==> src/rtl/bht_pkg.sv <==
// ============================================================================
// Module   : bht_pkg
// Brief    : Shared constants, entry layout and FSM encoding for the BHT writer
// Revision : 1.0
// ============================================================================
`default_nettype none

package bht_pkg;

  localparam int BHT_ENTRIES = 64;
  localparam int BHT_ADDR_W  = 6;
  localparam int BHT_DATA_W  = 22;

  localparam int VALID_BIT = 21;
  localparam int TAG_MSB   = 20;
  localparam int TAG_LSB   = 13;
  localparam int TGT_MSB   = 12;
  localparam int TGT_LSB   = 2;
  localparam int CTR_MSB   = 1;

  typedef enum logic [0:0] {
    IDLE = 1'b0,
    WALK = 1'b1
  } bht_state_e;

  function automatic logic [BHT_DATA_W-1:0] bht_make_entry(
    input logic                       valid,
    input logic [TAG_MSB-TAG_LSB:0]   tag,
    input logic [TGT_MSB-TGT_LSB:0]   tgt,
    input logic [CTR_MSB:0]           ctr
  );
    logic [BHT_DATA_W-1:0] e;
    e                    = '0;
    e[VALID_BIT]         = valid;
    e[TAG_MSB:TAG_LSB]   = tag;
    e[TGT_MSB:TGT_LSB]   = tgt;
    e[CTR_MSB:0]         = ctr;
    return e;
  endfunction

endpackage

`default_nettype wire

==> src/rtl/bht_upd_queue.sv <==
// ============================================================================
// Module   : bht_upd_queue
// Brief    : Deferred-update FIFO with per-slot valid bits, address-match
//            invalidate and a head that skips invalidated slots combinationally
// Revision : 1.0
// ============================================================================
`default_nettype none

module bht_upd_queue
  import bht_pkg::*;
#(
  parameter int QDEPTH = 2,
  parameter int ADDR_W = BHT_ADDR_W,
  parameter int DATA_W = BHT_DATA_W,
  parameter int PTR_W  = $clog2(QDEPTH),
  parameter int CW     = $clog2(QDEPTH) + 1
) (
  input  logic              CLK,
  input  logic              nrst,
  input  logic              en,
  input  logic              flush,
  input  logic              inv_en,
  input  logic [ADDR_W-1:0] inv_addr,
  input  logic              deq,
  input  logic              enq,
  input  logic [ADDR_W-1:0] enq_addr,
  input  logic [DATA_W-1:0] enq_data,
  output logic              head_valid,
  output logic [ADDR_W-1:0] head_addr,
  output logic [DATA_W-1:0] head_data,
  output logic              full,
  output logic [CW-1:0]     count
);

  logic [QDEPTH-1:0] slot_vld;
  logic [ADDR_W-1:0] slot_addr [QDEPTH];
  logic [DATA_W-1:0] slot_data [QDEPTH];
  logic [PTR_W-1:0]  head_ptr;
  logic [PTR_W-1:0]  tail_ptr;
  logic [CW-1:0]     phys;

  logic [QDEPTH-1:0] eff_vld;
  logic [PTR_W-1:0]  head_idx;
  logic [PTR_W-1:0]  scan_idx;
  logic [CW-1:0]     skip;
  logic [CW-1:0]     remaining;
  logic              do_deq;
  logic              do_enq;

  always_comb begin
    for (int i = 0; i < QDEPTH; i++) begin
      eff_vld[i] = slot_vld[i] & ~(inv_en && (slot_addr[i] == inv_addr));
    end
  end

  // Leading invalid slots are retired in the same cycle they are skipped.
  always_comb begin
    skip       = '0;
    head_valid = 1'b0;
    head_idx   = head_ptr;
    scan_idx   = head_ptr;
    for (int k = 0; k < QDEPTH; k++) begin
      scan_idx = head_ptr + PTR_W'(k);
      if (!head_valid && (CW'(k) < phys)) begin
        if (eff_vld[scan_idx]) begin
          head_valid = 1'b1;
          head_idx   = scan_idx;
        end else begin
          skip = skip + CW'(1);
        end
      end
    end
  end

  assign head_addr = slot_addr[head_idx];
  assign head_data = slot_data[head_idx];
  assign do_deq    = deq & head_valid;
  assign remaining = phys - skip - CW'(do_deq);
  assign full      = (remaining == CW'(QDEPTH));
  assign do_enq    = enq & ~full;

  always_comb begin
    count = '0;
    for (int i = 0; i < QDEPTH; i++) begin
      count = count + CW'(slot_vld[i]);
    end
  end

  always_ff @(posedge CLK or negedge nrst) begin
    if (!nrst) begin
      slot_vld <= '0;
      head_ptr <= '0;
      tail_ptr <= '0;
      phys     <= '0;
    end else if (en) begin
      if (flush) begin
        slot_vld <= '0;
        head_ptr <= '0;
        tail_ptr <= '0;
        phys     <= '0;
      end else begin
        for (int i = 0; i < QDEPTH; i++) begin
          if (do_enq && (PTR_W'(i) == tail_ptr)) begin
            slot_vld[i] <= 1'b1;
          end else if (do_deq && (PTR_W'(i) == head_idx)) begin
            slot_vld[i] <= 1'b0;
          end else begin
            slot_vld[i] <= eff_vld[i];
          end
        end
        head_ptr <= head_ptr + PTR_W'(skip) + PTR_W'(do_deq);
        tail_ptr <= tail_ptr + PTR_W'(do_enq);
        phys     <= remaining + CW'(do_enq);
      end
    end
  end

  generate
    for (genvar g = 0; g < QDEPTH; g++) begin : g_slot
      always_ff @(posedge CLK or negedge nrst) begin
        if (!nrst) begin
          slot_addr[g] <= '0;
          slot_data[g] <= '0;
        end else if (en && !flush && do_enq && (tail_ptr == PTR_W'(g))) begin
          slot_addr[g] <= enq_addr;
          slot_data[g] <= enq_data;
        end
      end
    end
  endgenerate

endmodule

`default_nettype wire

==> src/rtl/bht_write_scheduler.sv <==
// ============================================================================
// Module   : bht_write_scheduler
// Brief    : Single BHT write port arbiter: allocation, deferred/live counter
//            updates and a full-table invalidate walk
// Revision : 1.0
// ============================================================================
`default_nettype none

module bht_write_scheduler
  import bht_pkg::*;
#(
  parameter int ENTRIES = BHT_ENTRIES,
  parameter int ADDR_W  = BHT_ADDR_W,
  parameter int DATA_W  = BHT_DATA_W,
  parameter int QDEPTH  = 2,
  parameter int CNT_W   = 8
) (
  input  logic                      CLK,
  input  logic                      nrst,
  input  logic                      en,
  input  logic                      inv_req,
  input  logic                      alloc_valid,
  input  logic [ADDR_W-1:0]         alloc_addr,
  input  logic [DATA_W-1:0]         alloc_data,
  input  logic                      upd_valid,
  input  logic [ADDR_W-1:0]         upd_addr,
  input  logic [DATA_W-1:0]         upd_data,
  output logic                      wr_en,
  output logic [ADDR_W-1:0]         wr_addr,
  output logic [DATA_W-1:0]         wr_data,
  output logic                      inv_busy,
  output logic                      inv_done,
  output logic                      upd_dropped,
  output logic [CNT_W-1:0]          drop_count,
  output logic [$clog2(QDEPTH):0]   q_count
);

  bht_state_e        state, state_n;
  logic [ADDR_W-1:0] walk_ptr, walk_ptr_n;

  logic              sel_valid;
  logic [ADDR_W-1:0] sel_addr;
  logic [DATA_W-1:0] sel_data;
  logic              walk_last;
  logic              drop;

  logic              q_flush;
  logic              q_inv_en;
  logic              q_deq;
  logic              q_enq;
  logic              q_head_valid;
  logic [ADDR_W-1:0] q_head_addr;
  logic [DATA_W-1:0] q_head_data;
  logic              q_full;

  bht_upd_queue #(
    .QDEPTH (QDEPTH),
    .ADDR_W (ADDR_W),
    .DATA_W (DATA_W)
  ) u_queue (
    .CLK        (CLK),
    .nrst       (nrst),
    .en         (en),
    .flush      (q_flush),
    .inv_en     (q_inv_en),
    .inv_addr   (alloc_addr),
    .deq        (q_deq),
    .enq        (q_enq),
    .enq_addr   (upd_addr),
    .enq_data   (upd_data),
    .head_valid (q_head_valid),
    .head_addr  (q_head_addr),
    .head_data  (q_head_data),
    .full       (q_full),
    .count      (q_count)
  );

  always_comb begin
    state_n    = state;
    walk_ptr_n = walk_ptr;
    sel_valid  = 1'b0;
    sel_addr   = '0;
    sel_data   = '0;
    walk_last  = 1'b0;
    q_flush    = 1'b0;
    q_inv_en   = 1'b0;
    q_deq      = 1'b0;
    q_enq      = 1'b0;
    case (state)
      IDLE: begin
        if (inv_req) begin
          state_n    = WALK;
          walk_ptr_n = '0;
          q_flush    = 1'b1;
        end else if (alloc_valid) begin
          sel_valid = 1'b1;
          sel_addr  = alloc_addr;
          sel_data  = alloc_data;
          q_inv_en  = 1'b1;
          // An update to the slot being reallocated is stale; discard silently.
          q_enq     = upd_valid && (upd_addr != alloc_addr);
        end else if (q_head_valid) begin
          sel_valid = 1'b1;
          sel_addr  = q_head_addr;
          sel_data  = q_head_data;
          q_deq     = 1'b1;
          q_enq     = upd_valid;
        end else if (upd_valid) begin
          sel_valid = 1'b1;
          sel_addr  = upd_addr;
          sel_data  = upd_data;
        end
      end
      WALK: begin
        sel_valid = 1'b1;
        sel_addr  = walk_ptr;
        sel_data  = DATA_W'(bht_make_entry(1'b0, '0, '0, '0));
        if (walk_ptr == ADDR_W'(ENTRIES - 1)) begin
          state_n   = IDLE;
          walk_last = 1'b1;
        end else begin
          walk_ptr_n = walk_ptr + ADDR_W'(1);
        end
      end
      default: state_n = IDLE;
    endcase
  end

  assign drop = q_enq & q_full;

  always_ff @(posedge CLK or negedge nrst) begin
    if (!nrst) begin
      state    <= IDLE;
      walk_ptr <= '0;
    end else if (en) begin
      state    <= state_n;
      walk_ptr <= walk_ptr_n;
    end
  end

  // Busy stays up through the cycle the final walk write is presented.
  always_ff @(posedge CLK or negedge nrst) begin
    if (!nrst) begin
      wr_en       <= 1'b0;
      wr_addr     <= '0;
      wr_data     <= '0;
      inv_busy    <= 1'b0;
      inv_done    <= 1'b0;
      upd_dropped <= 1'b0;
      drop_count  <= '0;
    end else if (en) begin
      wr_en       <= sel_valid;
      if (sel_valid) begin
        wr_addr <= sel_addr;
        wr_data <= sel_data;
      end
      inv_busy    <= (state == WALK) || (state_n == WALK);
      inv_done    <= walk_last;
      upd_dropped <= drop;
      if (drop && (drop_count != {CNT_W{1'b1}})) begin
        drop_count <= drop_count + CNT_W'(1);
      end
    end else begin
      wr_en       <= 1'b0;
      inv_done    <= 1'b0;
      upd_dropped <= 1'b0;
    end
  end

endmodule

`default_nettype wire

==> config.mk <==
export PLATFORM = sky130hd
export DESIGN_NAME = bht_write_scheduler
export DESIGN_NICKNAME = d
export VERILOG_FILES = /design/src/rtl/bht_pkg.sv /design/src/rtl/bht_upd_queue.sv /design/src/rtl/bht_write_scheduler.sv
export SDC_FILE = /design/constraint.sdc
export NUM_CORES = 1
export LEC_CHECK = 0
export CORE_MARGIN = 1.5
export CORE_UTILIZATION = 53
export CTS_CLUSTER_SIZE = 24
export DETAILED_ROUTE_END_ITERATION = 8
export GPL_TIMING_DRIVEN = 1
export PLACE_DENSITY_LB_ADDON = 0.12
export SLEW_MARGIN = 20
export SYNTH_ARGS = -nofsm -noshare
export SYNTH_HDL_FRONTEND = slang
export SYNTH_SLANG_ARGS = --single-unit
==> constraint.sdc <==
create_clock -name CLK -period 5.5 [get_ports CLK]
set_input_delay 1.375 -clock CLK [delete_from_list [all_inputs] [get_ports CLK]]
set_output_delay 1.375 -clock CLK [all_outputs]
set_load 0.1 [all_outputs]
**Yosys cells after proc, flatten, opt, wreduce, memory -nomap -nowiden**

Index checks and enable logic that the tools add are counted.

- Input bits: 62
- Memories kept: 0
- Bits in registers: 109
- Latch bits: 0
- Memory bits (writable): 0
- Bits in read-only memories: 0

- Magnitude comparators: 5
- Bitwise operators: 12
- Mux-type cells: 66
- Equality and inequality tests: 8
- Div/mod/pow operators: 0
- $mul: 0
- Reductions and logical operators: 19
- Shift operators: 0
- Add/sub/neg operators: 11

Operators with widths:

| kind | count |
|---|---|
| two-way mux 22 bit | 7 |
| two-way mux 6 bit | 9 |
| case mux 22 bit (2 select lines) | 1 |
| two-way mux 1 bit | 41 |
| case mux 6 bit (2 select lines) | 2 |
| logical AND 1 bit | 13 |
| == test 6 bit | 2 |
| adder 8 x 1 -> 8 bit, second input constant | 1 |
| two-way mux 2 bit | 4 |
| != test 8 bit, second input constant | 1 |
| adder 6 x 1 -> 6 bit, second input constant | 1 |
| == test 6 bit, second input constant | 1 |
| != test 6 bit | 1 |
| inverter 1 bit | 6 |
| bitwise AND 1 bit | 5 |
| less-than comparator 1 x 2 -> 1 bit, first input constant | 2 |
| less-than comparator 1 x 2 -> 1 bit, second input constant | 2 |
| != test 2 bit, second input constant | 2 |
| case mux 1 bit (2 select lines) | 2 |
| AND reduction 2 bit | 2 |
| adder 1 bit | 3 |
| AND reduction 3 bit | 1 |
| adder 1 x 1 -> 2 bit | 1 |
| adder 1 x 1 -> 2 bit, second input constant | 1 |
| 9 further kinds | 10 |

**Depth between registers and ports, before layout**

Gate-level depths: netlist of run 1.

- Depth after elaboration: 25
- Depth in mapped cells: 21
- Mapped depth without buffers: 19

**By module**

Synthesis of run 1 repeated with hierarchy kept, for this count alone.

- Cells, all modules: 519
- Area total of the unflattened synthesis: 6028.3 um^2

Modules (own cells, without submodules):

| module | area an instance (um^2) | seq. area each (um^2) | cells an instance | instances |
|---|---|---|---|---|
| bht_upd_queue | 3394.5 | 1551.5 | 243 | 1 |
| bht_write_scheduler | 2633.8 | 1176.1 | 276 | 1 |

**Least setup slack after synthesis of run 1**

OpenSTA, ideal clock, no wires.

- Path kind: input to register
- Start: in inv_req
- End: reg u_queue.slot_addr[11] (netlist name)
- Path buffers: 4
- Data required time: 5.375 ns
- Slack: -0.012 ns
- Data arrival time: 5.387 ns
- Cell stages on the path: 19
- Cell sequence: buf_2 > nor3b_4 > nor3b_2 > a21oi_2 > a211oi_1 > ha_1 > mux2i_1 > nor3_1 > fa_1 > ha_1 > nor2_1 > xnor2_1 > or4_4 > and2_1 > buf_6 > o2111a_1 > buf_6 > buf_6 > mux2_4

- Longest elaborated chain between the ends: 23
- Elaborated cells between the ends (all ways): 43

RTL lines:

| what | line | source |
|---|---|---|
| start: declaration | bht_write_scheduler.sv:21 | `input logic inv_req,` |
| two-way mux 1 bit | bht_write_scheduler.sv:91 | `if (inv_req) begin` |
| two-way mux 1 bit | bht_write_scheduler.sv:89 | `case (state)` |
| logical AND 1 bit | bht_upd_queue.sv:52 | `eff_vld[i] = slot_vld[i] & ~(inv_en && (slot_addr[i] == inv_addr));` |
| inverter 1 bit | bht_upd_queue.sv:52 |  |
| bitwise AND 1 bit | bht_upd_queue.sv:52 |  |
| two-way mux 1 bit (not written as such) (2 in a row) | bht_upd_queue.sv:65 | `if (eff_vld[scan_idx]) begin` |
| two-way mux 1 bit | bht_upd_queue.sv:65 |  |
| two-way mux 1 bit | bht_upd_queue.sv:64 | `if (!head_valid && (CW'(k) < phys)) begin` |
| [5 not listed] | -- |  |
| two-way mux 1 bit | bht_write_scheduler.sv:91 |  |
| two-way mux 1 bit | bht_write_scheduler.sv:89 |  |
| bitwise AND 1 bit | bht_upd_queue.sv:77 | `assign do_deq = deq & head_valid;` |
| subtractor 2 x 1 -> 2 bit | bht_upd_queue.sv:78 | `assign remaining = phys - skip - CW'(do_deq);` |
| == test 2 bit | bht_upd_queue.sv:79 | `assign full = (remaining == CW'(QDEPTH));` |
| inverter 1 bit | bht_upd_queue.sv:80 | `assign do_enq = enq & ~full;` |
| bitwise AND 1 bit | bht_upd_queue.sv:80 |  |
| logical AND 1 bit * (2 in a row) | bht_upd_queue.sv:124 | `end else if (en && !flush && do_enq && (tail_ptr == PTR_W'(g))) begin` |
| end signal: indexed assignment | bht_upd_queue.sv:125 | `slot_addr[g] <= enq_addr;` |
| end: declaration | bht_upd_queue.sv:36 | `logic [ADDR_W-1:0] slot_addr [QDEPTH];` |

Mark *: on every way between the ends. The rest lies on a longest branch, timed or not. The select of a mux whose other input is x is not followed.
A chain may end at the register's enable or synchronous reset.

**Worst setup path after layout of run 1**

- Start: in alloc_addr[2]
- End: reg u_queue.slot_data[43] (netlist name)

- Longest elaborated chain between the ends: 22
- Elaborated cells between the ends (all ways): 41

RTL lines:

| what | line | source |
|---|---|---|
| start: declaration | bht_write_scheduler.sv:23 | `input logic [ADDR_W-1:0] alloc_addr,` |
| == test 6 bit | bht_upd_queue.sv:52 |  |
| logical AND 1 bit | bht_upd_queue.sv:52 |  |
| inverter 1 bit | bht_upd_queue.sv:52 |  |
| bitwise AND 1 bit | bht_upd_queue.sv:52 |  |
| two-way mux 1 bit (not written as such) (2 in a row) | bht_upd_queue.sv:65 |  |
| two-way mux 1 bit | bht_upd_queue.sv:65 |  |
| two-way mux 1 bit | bht_upd_queue.sv:64 |  |
| zero test 1 bit | bht_upd_queue.sv:64 |  |
| [4 not listed] | -- |  |
| two-way mux 1 bit | bht_write_scheduler.sv:91 |  |
| two-way mux 1 bit | bht_write_scheduler.sv:89 |  |
| bitwise AND 1 bit | bht_upd_queue.sv:77 |  |
| subtractor 2 x 1 -> 2 bit | bht_upd_queue.sv:78 |  |
| == test 2 bit | bht_upd_queue.sv:79 |  |
| inverter 1 bit | bht_upd_queue.sv:80 |  |
| bitwise AND 1 bit * | bht_upd_queue.sv:80 |  |
| logical AND 1 bit * (2 in a row) | bht_upd_queue.sv:124 |  |
| end signal: indexed assignment | bht_upd_queue.sv:126 | `slot_data[g] <= enq_data;` |
| end: declaration | bht_upd_queue.sv:37 | `logic [DATA_W-1:0] slot_data [QDEPTH];` |

Marked as above.

==> results.json, run 1 <==
{
  "min_path_type": "reg -> reg",
  "dpl.hpwl_mm": 9.38,
  "max_stage_delay_ps": 500,
  "relSlewSlack_pct": 34.3,
  "tritoncts": "built",
  "async_flop_share_pct": 100,
  "endpoint_kind": "register",
  "period_minus_slack_ps": 5270,
  "final_layout_size_suffix_gt1_share_pct": 21.6,
  "crit_slowest_cell": "fa_1",
  "whs_path_depth": 1,
  "synth_edf_count": 0,
  "drt-vias-per-instance": 5.85,
  "finalNetCount": 678,
  "holdBufCountCts": 0,
  "ys_top_cells_by_count": "dfrtp_1 (109), nand2_1 (41), mux2_4 (40)",
  "setup_slack_ps": 231,
  "start_util_pct": 54.9,
  "use_met1_pct": 35.2,
  "placement.io_buffers": 103,
  "p_leak_nw": 3.31,
  "max-cap-violations": 0,
  "synth.top_cell.area_share_pct": 47.7,
  "cts_root_buf": "clkbuf_8",
  "vias": 4374,
  "ir_worst_vdd_v": 0.000229,
  "crit_buf_inv": 3,
  "synth_top_flop_cell": "dfrtp_1",
  "h-tree-depth": 3,
  "clock_latency_ps": 390,
  "rows": 37,
  "finalClockSkew_ps": 9.61,
  "report.power.total_mw": 3.27,
  "ys_types": 54,
  "detail_route.wl_per_cell_um": 18.9,
  "regArea_um2": 2730,
  "design.core.area_um2": 10400,
  "yosysSeqAreaShare_pct": 47.7,
  "slew_violations": 0,
  "fill_cells": 788,
  "crit_arrival_ps": 5550,
  "start_kind": "input port",
  "crit_type": "in -> reg",
  "antenna_found_initial": 0,
  "top_usage_layer": "met2",
  "grt_pass1_wl_mm": 22.2,
  "num_antenna_cells": 0,
  "crit_chain": "dlygate4sd2_1, xnor2_1, nand4_1, o211a_1, a211oi_2, ha_1, mux2i_1, nor3_2, fa_1, inv_1, ha_1, nor2_2, xnor2_2, or4_4, and2_4, o2111a_2, clkbuf_16, mux2_4",
  "drt_iter0_markers": 335,
  "cp_common_cell": "ha_1",
  "r2r_cells": 17,
  "syn_area_um2": 5720,
  "syn_inst": 484,
  "cp_num_cells": 18,
  "rsz0062_at_grt": "no",
  "synth_seq_cells": 109,
  "finalCritPeriodShare_pct": 95.8,
  "drcViolationCount": 0,
  "cpLargestDelayFamily": "simple AND/OR/NAND/NOR gates",
  "wl_mm": 14.1,
  "place_congestion": 0.886,
  "critPathMaxFanout": 7,
  "dieArea_um2": 11400,
  "status": "completed",
  "pin_count": 104,
  "tightest_slew_ps": 983,
  "hold_viol": 0,
  "critical_path_required_ps": 5780,
  "clkTransAtPathRegs_ps": 100,
  "grt.total_usage_pct": 25.0,
  "grt-ovfl-total": 0,
  "die_h_um": 107,
  "fp.dieW_um": 107,
  "multi_input_area_um2": 2830,
  "place_ws_ps": -418,
  "area_growth_pct": 29.3,
  "fmax_mhz": 190,
  "synth_top_cell_by_area": "dfrtp_1",
  "clock_path_buffers": 2,
  "yosysMostFrequentCell": "dfrtp_1",
  "cts_buffers": 9,
  "synth.top_cells.by_area": "dfrtp_1 (48%), mux2_4 (10%), mux2i_1 (5.2%)",
  "grtUsageMet2_pct": 39.6,
  "cellPowerDensity_nw_per_um2": 443,
  "ant_nets": 0,
  "setup_viol": 0,
  "grt_max_degree": 75,
  "yosysWarnings": 0,
  "first_pass_iters": 5,
  "grt_pass1_vias": 4375,
  "met3_usage_pct": 4.38,
  "cts.sinks": 109,
  "synth_nets": 555,
  "postSynthAreaPerCell_um2": 11.8
}
cells in the final DEF, fill, tap and decap left out, types with 3 or more instances in the layout:
| cell | n |
|---|---|
| xnor2_1 | 18 |
| buf_4 | 35 |
| clkbuf_8 | 10 |
| mux2_2 | 18 |
| o21a_1 | 4 |
| nor2b_1 | 3 |
| a222oi_1 | 5 |
| a21oi_1 | 10 |
| nor2_1 | 7 |
| dfrtp_1 | 109 |
| nor2_2 | 3 |
| mux2i_1 | 30 |
| nor3_1 | 7 |
| o22ai_1 | 3 |
| mux2_4 | 40 |
| inv_1 | 13 |
| ha_1 | 7 |
| o21ai_0 | 17 |
| nand4_1 | 5 |
| xor2_1 | 11 |
| nand2_1 | 41 |
| dlymetal6s2s_1 | 6 |
| a22o_1 | 5 |
| nand3_1 | 9 |
| o211ai_1 | 26 |
| clkdlybuf4s50_1 | 94 |
| and4_1 | 3 |
| a22oi_1 | 22 |
timing repair:
item | CTS | global route
cloned | 0 | 3
resized for setup | 2 | 15
setup buffers | 0 | 1
setup endpoints to repair | 8 | 67
pin swaps | 1 | 10
layout make-up:
type	instances	share of cell area, %
multi-input cells	332	38.3
flip-flops and latches	109	36.9
repair buffers	142	18.9
well taps	136	2.30
clock buffers	11	1.91
clock inverters	5	1.10
inverters	13	0.660
report_power, final:
part / leakage (nW) / internal [mW] / switching (mW)
Combinational: 1.76 / 0.703 / 0.816
Clock: 0.110 / 0.270 / 0.282
Sequential: 1.45 / 1.02 / 0.184
Total: 3.31 / 1.99 / 1.28
metal layers:
layer / vias to the layer above / share of wire [%]
met2: 138 / 49
met5: - / 0
li1: 2017 / -
met4: 0 / 1.3
met1: 2205 / 45
met3: 14 / 5.0
kinds of logic after synthesis:
logic type	synth area share [%]
xor+xnor	4.59
mux	19.3
simple gates	8.49
buf+inv	3.87
compound gates	14.0
flops	47.7
fa+ha+maj	2.10
stage by stage:
stage / setup TNS [ps] / cells / utilization [%] / hold WS, ps / instance area [um2]
2_1_floorplan: 0 / 484 / - / 480 / 5730
3_3_place_gp: -18180 / 728 / 67.8 / 461 / 7060
3_5_place_dp: -24960 / 728 / 67.8 / 473 / 7060
4_1_cts: 0 / 744 / 69.9 / 496 / 7280
5_1_grt: 0 / 748 / 71.0 / 514 / 7400
6_report: 0 / 748 / 71.0 / 493 / 7400
path summary, 6_finish.rpt:
path	startpoint	end	slack [ps]
max in group asynchronous	nrst	u_queue.slot_data[19]	3340
min in group asynchronous	nrst	drop_count[6]	1100
worst min register to register	inv_busy	inv_busy	490
worst max register to register	u_queue.slot_addr[10]	u_queue.slot_data[43]	1060
worst max-delay path	alloc_addr[2]	u_queue.slot_data[43]	230
worst min-delay path	inv_busy	inv_busy	490
sequential cells by signal, summed over array words and instances, names as in the netlist:
name               count
state                  1
wr_en                  1
walk_ptr               6
upd_dropped            1
u_queue.head_ptr       1
wr_data               22
u_queue.slot_data     44
u_queue.tail_ptr       1
drop_count             8
u_queue.slot_addr     12
inv_done               1
u_queue.slot_vld       2
inv_busy               1
wr_addr                6
u_queue.phys           2
Note: power is estimated with default switching activity, not from simulation.
==> inputs of run 2 (changes only) <==
SKIP_CTS_REPAIR_TIMING = 1   (was not set)
==> run 2 against run 1 <==
- flip-flop and latch count stayed put
- die area stayed put
- routed wire length is 0.50% lower
- utilization is 0.072 points higher
- highest routed layer unchanged
- hold slack worse by 1.0 ps
- largest power group unchanged
- largest cell class unchanged
- clock power hardly changed
==> results.json, run 2 (synthesis results as in run 1) <==
{
  "clock_path_buffers": 2,
  "placement.io_buffers": 103,
  "dieArea_um2": 11400,
  "tightest_slew_ps": 983,
  "grt_pass1_vias": 4375,
  "ant_nets": 0,
  "place_ws_ps": -418,
  "vias": 4343,
  "drt-met1-wl_mm": 6.32,
  "hold_viol": 0,
  "layout_commonest_cell": "dfrtp_1",
  "final_layout_size_suffix_gt1_share_pct": 21.6,
  "finalClockSkew_ps": 9.81,
  "die_h_um": 107,
  "cts.sinks": 109,
  "finalCritPeriodShare_pct": 94.4,
  "drcViolationCount": 0,
  "r2r_start": "u_queue.slot_addr[10]",
  "grt_max_degree": 75,
  "detail_route.wl_per_cell_um": 18.8,
  "num_antenna_cells": 0,
  "largest_register_ff_count": 44,
  "fmax_mhz": 193,
  "setup_slack_ps": 305,
  "rsz0062_at_grt": "no",
  "ir_worst_vdd_v": 0.000230,
  "r2r_cells": 17,
  "area_growth_pct": 29.5,
  "fp.dieW_um": 107,
  "clkTransAtPathRegs_ps": 100,
  "h-tree-depth": 3,
  "final.setup.tns_ps": 0,
  "pin_count": 104,
  "wl_met3_um": 674,
  "dr_wl_met2_mm": 6.87,
  "critical_path_required_ps": 5780,
  "antenna_found_initial": 0,
  "place_congestion": 0.886,
  "report.power.total_mw": 3.28,
  "max-cap-violations": 0,
  "first_pass_iters": 5,
  "tritoncts": "built",
  "grt.total_usage_pct": 25.0,
  "r2r_setup_slack_ps": 1080,
  "endpoint_kind": "register",
  "top_layer": "met4",
  "period_minus_slack_ps": 5190,
  "relSlewSlack_pct": 34.3,
  "final_cell_mix": "dfrtp_1 (109), clkdlybuf4s50_1 (94), nand2_1 (41), mux2_4 (40), buf_4 (35)",
  "r2r_end": "u_queue.slot_data[43]",
  "grt_pass1_wl_mm": 22.2,
  "start_kind": "input port",
  "design.core.area_um2": 10400,
  "slew_violations": 0,
  "status": "completed",
  "cellPowerDensity_nw_per_um2": 442,
  "grt-ovfl-total": 0,
  "cts_buffers": 9,
  "drt-vias-per-instance": 5.81,
  "finalNetCount": 678,
  "wl_mm": 14.0,
  "min_path_type": "reg -> reg",
  "reg.largest.list": "u_queue.slot_data: 44 flops, wr_data: 22 flops, u_queue.slot_addr: 12 flops",
  "crit_type": "in -> reg",
  "clock_latency_ps": 390,
  "cp-startpoint": "alloc_addr[4]",
  "start_util_pct": 54.9,
  "cts_root_buf": "clkbuf_8",
  "crit_end": "u_queue.slot_data[43]",
  "setup_viol": 0,
  "rows": 37,
  "crit_arrival_ps": 5470,
  "critPathMaxFanout": 7,
  "dpl.hpwl_mm": 9.38,
  "min_from": "inv_busy",
  "largest_register": "u_queue.slot_data",
  "p_leak_nw": 3.33,
  "drt_iter0_markers": 325
}
==> run 2: cell types whose count changed in the layout (fill, tap and decap cells not counted) <==
cell            previous run  this run
dlygate4sd2_1              2         0
dlymetal6s2s_1             6         8
==> run 2: metal layers <==
metal | vias up | global-route usage [%]
met5 | - | 0
met4 | 0 | 7.52
met3 | 14 | 4.38
met2 | 124 | 39.6
met1 | 2185 | 35.2
li1 | 2020 | -
==> run 2: how the worst min path moves through the flow <==
stage / end / cells past startpoint / slack, ps
after floorplan: u_queue.slot_data[0] / 1 / 480
after global placement: inv_busy / 1 / 460
after detailed placement: inv_busy / 1 / 470
after CTS: inv_busy / 1 / 500
after global routing: inv_busy / 1 / 510
final: inv_busy / 1 / 490
==> run 2: stage by stage <==
| stage | instances | area, um2 | util, % | hold WS [ps] |
|---|---|---|---|---|
| after floorplan | 484 | 5730 | - | 480 |
| after global placement | 728 | 7060 | 67.8 | 461 |
| after detailed placement | 728 | 7060 | 67.8 | 473 |
| after CTS | 744 | 7290 | 69.9 | 496 |
| after global routing | 748 | 7410 | 71.1 | 514 |
| final | 748 | 7410 | 71.1 | 492 |
==> run 2: critical path, cell delays in order <==
cell and delay (ps):
dlymetal6s2s_1 180, xnor2_1 230, nand4_1 190, o211a_1 300
a211oi_2 200, ha_1 250, mux2i_1 180, nor3_2 90
fa_1 500, inv_1 50, ha_1 180, nor2_2 170
xnor2_2 90, or4_4 500, and2_4 180, o2111a_2 330
clkbuf_16 200, mux2_4 300
==> run 2: power breakdown <==
group | internal (mW) | switching (mW)
registers | 1.02 | 0.184
clock network | 0.270 | 0.283
logic | 0.704 | 0.816
total | 1.99 | 1.28
==> run 2: final cells by class <==
cell class	instances	area (um2)
Timing Repair Buffer	142	1410
Tap cell	136	170
Clock buffer	11	141
Sequential cell	109	2730
Inverter	13	48.8
Clock inverter	5	81.3
Fill cell	787	3010
Multi-Input combinational cell	332	2830
==> inputs of run 3 (changes only) <==
SETUP_SLACK_MARGIN = 0.05   (was not set)
==> run 3 against run 2 <==
- count of clock-buffer cells in the layout unchanged
- fmax up 0.66%
- sequential share of layout area up 0.21 points
- hold slack worse by 5.0 ps
- sequential power about the same
- critical endpoint is now u_queue.slot_data[31]
- flip-flop and latch count unchanged
==> results.json, run 3 (synthesis results as in run 1) <==
{
  "status": "completed",
  "grt-ovfl-total": 0,
  "grt.total_usage_pct": 24.7,
  "dr_wl_met2_mm": 6.68,
  "hold_viol": 0,
  "finalNetCount": 676,
  "clock_latency_ps": 370,
  "p_leak_nw": 3.31,
  "crit_arrival_ps": 5410,
  "cp-startpoint": "alloc_addr[1]",
  "start_util_pct": 54.9,
  "drt-met1-wl_mm": 6.22,
  "drt_iter0_markers": 270,
  "r2r_setup_slack_ps": 800,
  "dieArea_um2": 11400,
  "critPathMaxFanout": 5,
  "fmax_mhz": 194,
  "critical_path_required_ps": 5750,
  "top_layer": "met4",
  "dpl.hpwl_mm": 9.33,
  "wl_met3_um": 609,
  "drcViolationCount": 0,
  "whs_path_depth": 1,
  "rsz0062_at_grt": "no",
  "r2r_start": "state",
  "fp.dieW_um": 107,
  "start_kind": "input port",
  "layout.cells.non_filler": 746,
  "reg.largest.list": "u_queue.slot_data: 44 flops, wr_data: 22 flops, u_queue.slot_addr: 12 flops",
  "r2r_cells": 17,
  "design.core.area_um2": 10400,
  "cellPowerDensity_nw_per_um2": 433,
  "ant_nets": 0,
  "slew_violations": 0,
  "dp_cells": 724,
  "finalCritPeriodShare_pct": 93.8,
  "cts.sinks": 109,
  "ir_worst_vdd_v": 0.000278,
  "largest_register": "u_queue.slot_data",
  "grt_pass1_wl_mm": 22.0,
  "grt_max_degree": 75,
  "clock_path_buffers": 2,
  "whs_ps": 487,
  "h-tree-depth": 3,
  "placement.io_buffers": 103,
  "final_cell_mix": "dfrtp_1 (109), clkdlybuf4s50_1 (94), nand2_1 (41), mux2_4 (40), buf_4 (32)",
  "relSlewSlack_pct": 28.8,
  "tritoncts": "built",
  "endpoint_kind": "register",
  "vias": 4343,
  "first_pass_iters": 5,
  "drt-vias-per-instance": 5.82,
  "rows": 37,
  "setup_viol": 0,
  "largest_register_ff_count": 44,
  "hold_end": "inv_busy",
  "die_h_um": 107,
  "place_congestion": 0.882,
  "cts_root_buf": "clkbuf_8",
  "pin_count": 104,
  "layout_commonest_cell": "dfrtp_1",
  "num_antenna_cells": 0,
  "grt_pass1_vias": 4423,
  "min_from": "inv_busy",
  "area_growth_pct": 28.7,
  "finalClockSkew_ps": 12.5,
  "antenna_found_initial": 0,
  "cts_buffers": 9,
  "period_minus_slack_ps": 5160,
  "detail_route.wl_per_cell_um": 18.4,
  "max-cap-violations": 0,
  "tightest_slew_ps": 1070,
  "min_path_type": "reg -> reg",
  "clkTransAtPathRegs_ps": 100,
  "r2r_end": "u_queue.slot_data[31]",
  "crit_type": "in -> reg",
  "final_layout_size_suffix_gt1_share_pct": 21.0,
  "wl_mm": 13.7
}
## run 3: worst max-delay path: stages
cell	delay, ps
dlymetal6s2s_1	190
xor2_1	190
buf_4	150
nor3b_4	230
a21oi_2	110
a211oi_2	210
ha_1	250
mux2i_1	170
nor3_2	70
fa_1	540
inv_1	50
ha_1	180
nor2_2	150
xnor2_2	100
or4_4	430
and2_4	180
o2111a_2	340
clkbuf_16	200
mux2_4	290
## run 3: cell type report
cell class | instances | area (um2)
Clock buffer | 11 | 131
Clock inverter | 5 | 58.8
Fill cell | 789 | 3050
Inverter | 13 | 48.8
Multi-Input combinational cell | 332 | 2830
Sequential cell | 109 | 2730
Tap cell | 136 | 170
Timing Repair Buffer | 140 | 1390
## run 3: worst max-delay path by stage
stage | endpoint | slack [ps]
after CTS | u_queue.slot_data[7] | 80
after global placement | u_queue.slot_data[6] | -170
after global routing | u_queue.slot_addr[11] | 200
final | u_queue.slot_data[31] | 340
after detailed placement | u_queue.slot_data[15] | -260
after floorplan | u_queue.slot_addr[11] | 80
## run 3: per-stage QoR
stage / total power, mW / cell area, um2 / setup TNS, ps / utilization [%] / setup WS, ps
after detailed placement: 2.67 / 7040 / -13990 / 67.6 / -258
after global routing: 3.37 / 7360 / 0 / 70.7 / 196
after CTS: 3.17 / 7230 / 0 / 69.4 / 84.4
after floorplan: 2.26 / 5760 / 0 / - / 78.9
final: 3.19 / 7360 / 0 / 70.7 / 339
after global placement: 2.63 / 7040 / -9220 / 67.6 / -168
## run 3: layer usage
layer / track usage [%] / up-vias
met5: 0 / -
met4: 8.57 / 0
met3: 2.55 / 21
met2: 40.4 / 128
met1: 34.5 / 2177
li1: - / 2017
## run 3: power by group
group          internal (mW)  total, mW  leakage, nW  switching [mW]
Combinational          0.697       1.50         1.78           0.805
Clock                  0.212      0.483       0.0899           0.271
Sequential              1.02       1.21         1.45           0.186
